## src/rtl/bdc_rx_byte_pkg.sv

```systemverilog
// Shared BDC definitions: FSM state encoding, default bit-cell timing,
// and the cell-counter width helper used by the receive and transmit sides.
package bdc_rx_byte_pkg;

  typedef enum logic [1:0] {
    ST_IDLE,
    ST_CELL,
    ST_PUSH,
    ST_FIN
  } rx_state_t;

  localparam int unsigned DEF_DIV       = 4;
  localparam int unsigned DEF_START_TC  = 4;
  localparam int unsigned DEF_SAMPLE_TC = 10;
  localparam int unsigned DEF_BIT_TC    = 16;

  // Cell counter width; the extra bit keeps L-1 representable for any L.
  function automatic int unsigned cnt_width(input int unsigned div,
                                            input int unsigned bit_tc);
    return $clog2(bit_tc * div) + 1;
  endfunction

endpackage

```

## src/rtl/bdc_rx_byte_if.sv

```systemverilog
// Byte receiver handshake bundle: command sequencer start/status and rx_fifo push port.
interface bdc_rx_byte_if;
  logic       start;
  logic [3:0] byte_count;
  logic       full;
  logic       put_pulse;
  logic [7:0] put_byte;
  logic       busy;
  logic       done;

  // Environment side (sequencer + FIFO)
  modport master (
    output start, byte_count, full,
    input  put_pulse, put_byte, busy, done
  );

  // Receiver side
  modport slave (
    input  start, byte_count, full,
    output put_pulse, put_byte, busy, done
  );
endinterface

```

## src/rtl/bdc_rx_byte_bit_timer.sv

```systemverilog
// BDC bit-cell timer: cell counter, drive-low window, sample strobe and cell-end strobe.
module bdc_bit_timer
  import bdc_rx_byte_pkg::*;
#(
  parameter int unsigned DIV       = DEF_DIV,
  parameter int unsigned START_TC  = DEF_START_TC,
  parameter int unsigned SAMPLE_TC = DEF_SAMPLE_TC,
  parameter int unsigned BIT_TC    = DEF_BIT_TC
) (
  input  logic clk,
  input  logic reset,
  input  logic run,
  output logic drive_low,
  output logic sample,
  output logic cell_end
);

  localparam int unsigned CW = cnt_width(DIV, BIT_TC);
  localparam logic [CW-1:0] C_LAST   = CW'(BIT_TC * DIV - 1);
  localparam logic [CW-1:0] C_OE_END = CW'(START_TC * DIV);
  localparam logic [CW-1:0] C_SAMPLE = CW'(SAMPLE_TC * DIV - 1);

  logic [CW-1:0] c;

  // Cell counter: held at 0 while idle, wraps to 0 after L-1 so the next cell starts at once.
  always_ff @(posedge clk or posedge reset) begin
    if (reset) begin
      c <= '0;
    end else if (!run || c == C_LAST) begin
      c <= '0;
    end else begin
      c <= c + CW'(1);
    end
  end

  // Strobes decoded from the counter, all gated by run.
  always_comb begin
    drive_low = run && (c < C_OE_END);
    sample    = run && (c == C_SAMPLE);
    cell_end  = run && (c == C_LAST);
  end

endmodule

```

## src/rtl/bdc_rx_byte.sv

```systemverilog
// BDC single-wire receiver: drives read bit cells on BKGD, samples the target's reply,
// assembles bytes MSB-first and pushes them into rx_fifo, respecting FIFO full.
module bdc_rx_byte
  import bdc_rx_byte_pkg::*;
#(
  parameter int unsigned DIV       = DEF_DIV,
  parameter int unsigned START_TC  = DEF_START_TC,
  parameter int unsigned SAMPLE_TC = DEF_SAMPLE_TC,
  parameter int unsigned BIT_TC    = DEF_BIT_TC
) (
  input  logic              clk,
  input  logic              reset,
  input  logic              bkgd_in,
  output logic              bkgd_oe,
  bdc_rx_byte_if.slave      bus
);

  rx_state_t  state, state_nxt;
  logic [1:0] bkgd_sync;
  logic       bkgd_s;
  logic [7:0] shreg;
  logic [7:0] last_byte;
  logic [2:0] bit_idx;
  logic [3:0] rem;
  logic       drive_low, sample, cell_end;
  logic       push;

  bdc_bit_timer #(
    .DIV       (DIV),
    .START_TC  (START_TC),
    .SAMPLE_TC (SAMPLE_TC),
    .BIT_TC    (BIT_TC)
  ) u_timer (
    .clk       (clk),
    .reset     (reset),
    .run       (state == ST_CELL),
    .drive_low (drive_low),
    .sample    (sample),
    .cell_end  (cell_end)
  );

  assign bkgd_s = bkgd_sync[1];
  assign push   = (state == ST_PUSH) && !bus.full;

  // Two-flop synchronizer for the asynchronous pad input; idles high like the pulled-up line.
  always_ff @(posedge clk or posedge reset) begin
    if (reset) begin
      bkgd_sync <= '1;
    end else begin
      bkgd_sync <= {bkgd_sync[0], bkgd_in};
    end
  end

  // State register.
  always_ff @(posedge clk or posedge reset) begin
    if (reset) begin
      state <= ST_IDLE;
    end else begin
      state <= state_nxt;
    end
  end

  // Next-state logic.
  always_comb begin
    state_nxt = state;
    unique case (state)
      ST_IDLE: begin
        if (bus.start) begin
          state_nxt = (bus.byte_count == 4'd0) ? ST_FIN : ST_CELL;
        end
      end
      ST_CELL: begin
        if (cell_end && bit_idx == 3'd7) begin
          state_nxt = ST_PUSH;
        end
      end
      ST_PUSH: begin
        if (!bus.full) begin
          state_nxt = (rem == 4'd1) ? ST_FIN : ST_CELL;
        end
      end
      ST_FIN: begin
        state_nxt = ST_IDLE;
      end
      default: begin
        state_nxt = ST_IDLE;
      end
    endcase
  end

  // Datapath: byte counter, bit index, shift register and last pushed byte.
  always_ff @(posedge clk or posedge reset) begin
    if (reset) begin
      rem       <= '0;
      bit_idx   <= '0;
      shreg     <= '0;
      last_byte <= '0;
    end else begin
      if (state == ST_IDLE && bus.start) begin
        rem     <= bus.byte_count;
        bit_idx <= '0;
      end
      if (sample) begin
        shreg <= {shreg[6:0], bkgd_s};
      end
      if (cell_end) begin
        bit_idx <= bit_idx + 3'd1;
      end
      if (push) begin
        rem       <= rem - 4'd1;
        last_byte <= shreg;
      end
    end
  end

  // Outputs decoded from registered state so reset releases BKGD in the same cycle;
  // put_byte shows the new byte in the push cycle and the held copy afterwards.
  always_comb begin
    bkgd_oe       = drive_low;
    bus.put_pulse = push;
    bus.put_byte  = push ? shreg : last_byte;
    bus.busy      = (state != ST_IDLE);
    bus.done      = (state == ST_FIN);
  end

endmodule
```

## src/flat_wrapper.sv

```systemverilog
// flat-port wrapper written by rule: the top's interface ports become plain ports
module bdc_rx_byte_flat import bdc_rx_byte_pkg::*;
#(
  parameter int unsigned DIV       = DEF_DIV,
  parameter int unsigned START_TC  = DEF_START_TC,
  parameter int unsigned SAMPLE_TC = DEF_SAMPLE_TC,
  parameter int unsigned BIT_TC    = DEF_BIT_TC
)
  (clk, reset, bkgd_in, bkgd_oe, bus_start, bus_byte_count, bus_full, bus_put_pulse, bus_put_byte, bus_busy, bus_done);
  bdc_rx_byte_if bus_i ();
  input  logic clk;
  input  logic reset;
  input  logic bkgd_in;
  output logic bkgd_oe;
  input wire logic [$bits(bus_i.start)-1:0] bus_start;
  input wire logic [$bits(bus_i.byte_count)-1:0] bus_byte_count;
  input wire logic [$bits(bus_i.full)-1:0] bus_full;
  output wire logic [$bits(bus_i.put_pulse)-1:0] bus_put_pulse;
  output wire logic [$bits(bus_i.put_byte)-1:0] bus_put_byte;
  output wire logic [$bits(bus_i.busy)-1:0] bus_busy;
  output wire logic [$bits(bus_i.done)-1:0] bus_done;
  assign bus_i.start = bus_start;
  assign bus_i.byte_count = bus_byte_count;
  assign bus_i.full = bus_full;
  assign bus_put_pulse = bus_i.put_pulse;
  assign bus_put_byte = bus_i.put_byte;
  assign bus_busy = bus_i.busy;
  assign bus_done = bus_i.done;
  bdc_rx_byte #(.DIV(DIV), .START_TC(START_TC), .SAMPLE_TC(SAMPLE_TC), .BIT_TC(BIT_TC)) u_core (.clk(clk), .reset(reset), .bkgd_in(bkgd_in), .bkgd_oe(bkgd_oe), .bus(bus_i));
endmodule
```

## config.mk

```make
export PLATFORM = sky130hd
export DESIGN_NAME = bdc_rx_byte_flat
export DESIGN_NICKNAME = d
export VERILOG_FILES = /design/src/rtl/bdc_rx_byte_pkg.sv /design/src/rtl/bdc_rx_byte_if.sv /design/src/rtl/bdc_rx_byte_bit_timer.sv /design/src/rtl/bdc_rx_byte.sv /design/src/flat_wrapper.sv
export SDC_FILE = /design/constraint.sdc
export NUM_CORES = 1
export LEC_CHECK = 0
export ABC_AREA = 0
export BUFFER_PORTS_ARGS = -buffer_cell sky130_fd_sc_hd__buf_2
export CAP_MARGIN = 20
export CELL_PAD_IN_SITES_DETAIL_PLACEMENT = 0
export CELL_PAD_IN_SITES_GLOBAL_PLACEMENT = 1
export CORE_ASPECT_RATIO = 0.75
export CORE_MARGIN = 2
export CORE_UTILIZATION = 45
export DETAILED_ROUTE_END_ITERATION = 10
export GPL_TIMING_DRIVEN = 0
export PLACE_DENSITY = 0.8
export SYNTH_ARGS = -nofsm -noshare
export SYNTH_HDL_FRONTEND = slang
export SYNTH_HIERARCHICAL = 1
export SYNTH_SLANG_ARGS = --single-unit
export TNS_END_PERCENT = 1
```

## constraint.sdc

```tcl
create_clock -name clk -period 3.8 [get_ports clk]
set_input_delay 0.76 -clock clk [delete_from_list [all_inputs] [get_ports clk]]
set_output_delay 0.76 -clock clk [all_outputs]
set_load 0.01 [all_outputs]
```

== After elaboration in Yosys (flattened, before gate mapping) ==
Index checks and enable logic that the tools add are counted.

* Add/subtract/negate cells: 3
* Order comparisons: 1
* Eq/ne operators: 10
* Multiplexer cells: 12
* Reductions and logical operators: 15

{| class="wikitable"
|+ Operators with widths
! operator !! count
|-
| equality test 7 x 6 -> 1 bit (second input constant) || 2
|-
| 2-to-1 mux 2 bit || 5
|-
| 2-to-1 mux 4 bit || 2
|-
| 2-to-1 mux 8 bit || 1
|-
| one-hot mux 2 bit (4 select lines) || 1
|-
| adder 7 x 1 -> 7 bit (second input constant) || 1
|-
| < comparator 7 x 5 -> 1 bit (second input constant) || 1
|-
| 2-to-1 mux 7 bit || 1
|-
| logical AND 1 bit || 6
|-
| 2-to-1 mux 3 bit || 2
|-
| nonzero test 2 bit || 3
|-
| equality test 2 bit (second input constant) || 2
|-
| equality test 4 x 1 -> 1 bit (second input constant) || 1
|-
| zero test 4 bit || 1
|-
| inequality test 2 bit (second input constant) || 2
|-
| subtractor 4 x 1 -> 4 bit (second input constant) || 1
|-
| adder 3 x 1 -> 3 bit (second input constant) || 1
|-
| equality test 3 bit (second input constant) || 1
|-
| AND reduction 3 bit || 1
|-
| equality test 2 x 1 -> 1 bit (second input constant) || 1
|-
| zero test 1 bit || 2
|-
| zero test 2 bit || 1
|-
| inequality test 2 x 1 -> 1 bit (second input constant) || 1
|-
| logical OR 1 bit || 1
|}

* Bits in registers: 34
* Bits of input ports: 9
* Output and inout bits: 12
* Logic and storage cells: 48

== Logic depth before layout (Yosys ltp) ==
* Depth in word-level cells: 5
* Depth in mapped cells: 7
* Gate-level depth less buffers: 7

== Modules after synthesis ==
Netlist, hierarchy kept.

{| class="wikitable"
|+ Modules (own cells, without submodules)
! module !! times used !! cells an instance !! area an instance (um2) !! seq. area each (um2)
|-
| bdc_rx_byte || 1 || 92 || 1193.6 || 678.2
|-
| bdc_bit_timer || 1 || 34 || 361.6 || 175.2
|}

== Least setup slack after synthesis ==
OpenSTA, ideal clock, no wires.

* Path kind: input port to output port
* From: input bus_full
* To: output bus_put_byte[0]
* Arrival time: 1531 ps
* Data required time: 3040 ps
* Slack: 1509 ps
* Cell stages on the path: 3
* Buffers on the path: 1
* Cell sequence: nor3b_4 > buf_6 > mux2_2

* Word-level cells in the longest chain between the ends: 3

{| class="wikitable"
|+ RTL lines
! item !! line !! source
|-
| start: declaration || flat_wrapper.sv:17 || <nowiki>input wire logic [$bits(bus_i.full)-1:0] bus_full;</nowiki>
|-
| zero test 1 bit || bdc_rx_byte.sv:43 || <nowiki>assign push = (state == ST_PUSH) && !bus.full;</nowiki>
|-
| logical AND 1 bit || bdc_rx_byte.sv:43 ||
|-
| named net bus_put_pulse || flat_wrapper.sv:18 || <nowiki>output wire logic [$bits(bus_i.put_pulse)-1:0] bus_put_pulse;</nowiki>
|-
| 2-to-1 mux 8 bit || bdc_rx_byte.sv:121 || <nowiki>bus.put_byte = push ? shreg : last_byte;</nowiki>
|-
| end: declaration || flat_wrapper.sv:19 || <nowiki>output wire logic [$bits(bus_i.put_byte)-1:0] bus_put_byte;</nowiki>
|}

The timed path passes the listed nets, and every way through them passes these cells.

== Worst setup path after layout ==
* From: input bus_full
* To: output bus_put_byte[0]

* Word-level cells in the longest chain between the ends: 3

{| class="wikitable"
|+ RTL lines
! item !! line
|-
| zero test 1 bit || bdc_rx_byte.sv:43
|-
| logical AND 1 bit || bdc_rx_byte.sv:43
|-
| 2-to-1 mux 8 bit || bdc_rx_byte.sv:121
|}

Every way passes these cells.

==> results.tsv <==
metric	value	unit
cts_resized	0	
cts_tree	built	
crit_path_end_kind	output pin	
syn_area	1555	um2
cp-start-kind	primary input	
io-pin-count	21	
power.internal	724.1	uW
rows	18	
seq_area_frac_synth	54.87	%
worstPathCellList	buf_2 -> nor3b_4 -> buf_6 -> mux2_2 -> buf_2	
grt_max_degree	28	
crit_fanout	10	
pwr-share-comb	19.2	%
seqPwrFrac	47.1	%
synthArstFlopShare	100.0	%
swShare	28.99	%
cpMostUsedCell	buf_2	
drt_first_pass_iters	4	
p_leak	0.0009161	uW
synth_edf_count	0	
holdBufCountCts	0	
vias	1004	
tns	0	ps
track_usage	15.64	%
path_clk_slew	60	ps
initial_core_util	47.30	%
synthTopCellsByArea	dfrtp_1 51%, mux2_2 12%, ha_1 4.8%, dfstp_2 3.4%, nand2_1 1.9%	
min_path_type	reg2reg	
grt_pass1_wl	4.360	mm
clockPowerShare	33.7	%
routed_wl	2.694	mm
synth_ff_type	dfrtp_1	
cts_root_buffer	clkbuf_8	
clk_latency	290	ps
max_freq	0.3825	GHz
synth_cell_types	40	
yosys.area.top_type	dfrtp_1	
portBuffers	20	
fin_ws	1185	ps
hpwl	1.888	mm
drt-initial-drc-count	54	
synth_seq_cells	34	
finalSetupViolations	0	
grt_pass1_vias	937	
vias_per_cell	5.149	
diodes	0	
die_w	71.89	um
synthesis.nets	141	
clock_skew	7.601	ps
clkSinkCount	34	
tightest_slew	476.7	ps
wl_per_cell	13.82	um
path_class	in2out	
antenna_found_initial	0	
yosys.area.top_type_share	51.49	%
cts_max_level	2	
drive_gt1_share	36.77	%
cts_inserted_buffers	5	
layout.nets	169	
fp.dieArea	3947	um2
required	3040	ps
powerDensity	551.4	nW/um2
netlist_instances	126	
finalMaxSlewViolations	0	
hold_viol	0	
fp.dieH	54.91	um
layout_worst_path_cycle_share	68.80	%
core	3288	um2
cts_buffer_depth	2	
p_switching	295.6	uW
synthToLayoutAreaGrowth	18.91	%
postSynthAreaPerCell	12.34	um2
maxCapViolations	0	
rsz0062_at_grt	false	
cts_setup_buffers	0	
place.gp.congestion	0.7683	
cpPeakStageDelay	350	ps
grt-ovfl-total	0	
pre_cts_slack	1167	ps
status	finished, final reports clean	
peakVddDrop	0.2951	mV
min_period	2615	ps
yosysWarnings	6	
drc	0	
ant_nets	0	
crit_arrival	1850	ps
max_slew_margin	68.19	%
cp_slowest_cell	mux2_2	
-- per-layer routing --
metal / track usage [%] / share of wire, % / up-vias
li1: - / - / 494
met1: 19.56 / 46 / 483
met2: 24.07 / 48 / 22
met3: 6.884 / 4.6 / 5
met4: 6.604 / 1.3 / 0
met5: 0 / 0 / -
-- power by group through the flow --
stage / Combinational (uW) / Clock, uW / Sequential (uW)
3_3_place_gp: 191 / 0 / 481
4_1_cts: 195 / 353 / 478
3_5_place_dp: 194 / 0 / 484
5_1_grt: 227 / 372 / 488
6_report: 196 / 343 / 481
2_1_floorplan: 155 / 0 / 470
-- stage by stage --
| stage | cells | area, um2 | hold slack, ps | power, uW | utilization (%) |
|---|---|---|---|---|---|
| 6_report | 195 | 1849 | 358.8 | 1020 | 56.24 |
| 5_1_grt | 195 | 1849 | 362.6 | 1087 | 56.24 |
| 4_1_cts | 194 | 1822 | 360.9 | 1027 | 55.40 |
| 3_5_place_dp | 186 | 1705 | 351.4 | 678.4 | 51.86 |
| 3_3_place_gp | 186 | 1705 | 347.4 | 672.2 | 51.86 |
| 2_1_floorplan | 126 | 1555 | 345.2 | 625.1 | - |
-- area by class of cell --
cell class	count	area [um2]
plain buffers	3	20.02
well taps	40	50.05
fillers	289	1439
clock buffers	7	86.33
repair buffers	21	127.6
inverters	5	18.77
clock inverters	1	30.03
multi-input cells	84	663.1
flip-flops and latches	34	853.3
-- final timing paths --
path                                     start                  end  depth (start not counted)  slack (ps)
setup / recovery                      bus_full      bus_put_byte[0]                          5        1190
hold / removal             u_core/bkgd_sync[0]  u_core/bkgd_sync[1]                          0         360
setup reg to reg               u_core/state[0]      u_core/shreg[0]                          6        1600
hold reg to reg            u_core/bkgd_sync[0]  u_core/bkgd_sync[1]                          0         360
max in group asynchronous                reset  u_core/last_byte[1]                          3        2870
min in group asynchronous                reset  u_core/u_timer/c[4]                          2         410
-- cell usage after synthesis (3+ instances only) --
library cell,instances
a21oi_1,4
dfrtp_1,32
ha_1,6
inv_1,5
mux2_2,17
nand2_1,8
nand2b_1,3
nor2_1,8
nor3_1,3
o21ai_0,4
-- sequential cells by signal, indices dropped and copies added (netlist names) --
| name | flops |
|---|---|
| u_core/last_byte | 8 |
| u_core/shreg | 8 |
| u_core/rem | 4 |
| u_core/bkgd_sync | 2 |
| u_core/state | 2 |
| u_core/u_timer/c | 7 |
| u_core/bit_idx | 3 |
-- critical path, delay by kind of cell --
family                 cells  cell delay (ps)
and+or+nand+nor            1              280
muxes                      1              350
buffers and inverters      3              470
-- cells in the final DEF (no fill, tap or decap), types with 2 or more instances in the layout --
master / n
a21oi_1: 4
clkbuf_8: 6
nand2b_1: 3
nor4_1: 2
dfrtp_1: 32
buf_2: 21
a221o_1: 2
nand3_1: 2
xor2_1: 2
dfstp_2: 2
clkbuf_1: 2
o21ai_0: 4
mux2_2: 17
nor2b_1: 2
ha_1: 6
nor2_1: 8
inv_1: 5
nor3_1: 3
nand2_1: 8
-- logic make-up (layout without fill, tap and decap cells) --
| kind of cell | Yosys count | in the layout | share of synthesized area [%] |
|---|---|---|---|
| AO/OA/AOI/OAI | 16 | 16 | 7.724 |
| XOR/XNOR | 3 | 3 | 1.690 |
| adder cells (fa/ha/maj) | 6 | 6 | 4.827 |
| buffers and inverters | 8 | 37 | 2.494 |
| flip-flops | 34 | 34 | 54.87 |
| multiplexers | 17 | 17 | 12.31 |
| AND/OR/NAND/NOR | 42 | 42 | 16.09 |
No activity file was read; power rests on OpenSTA's default activity.
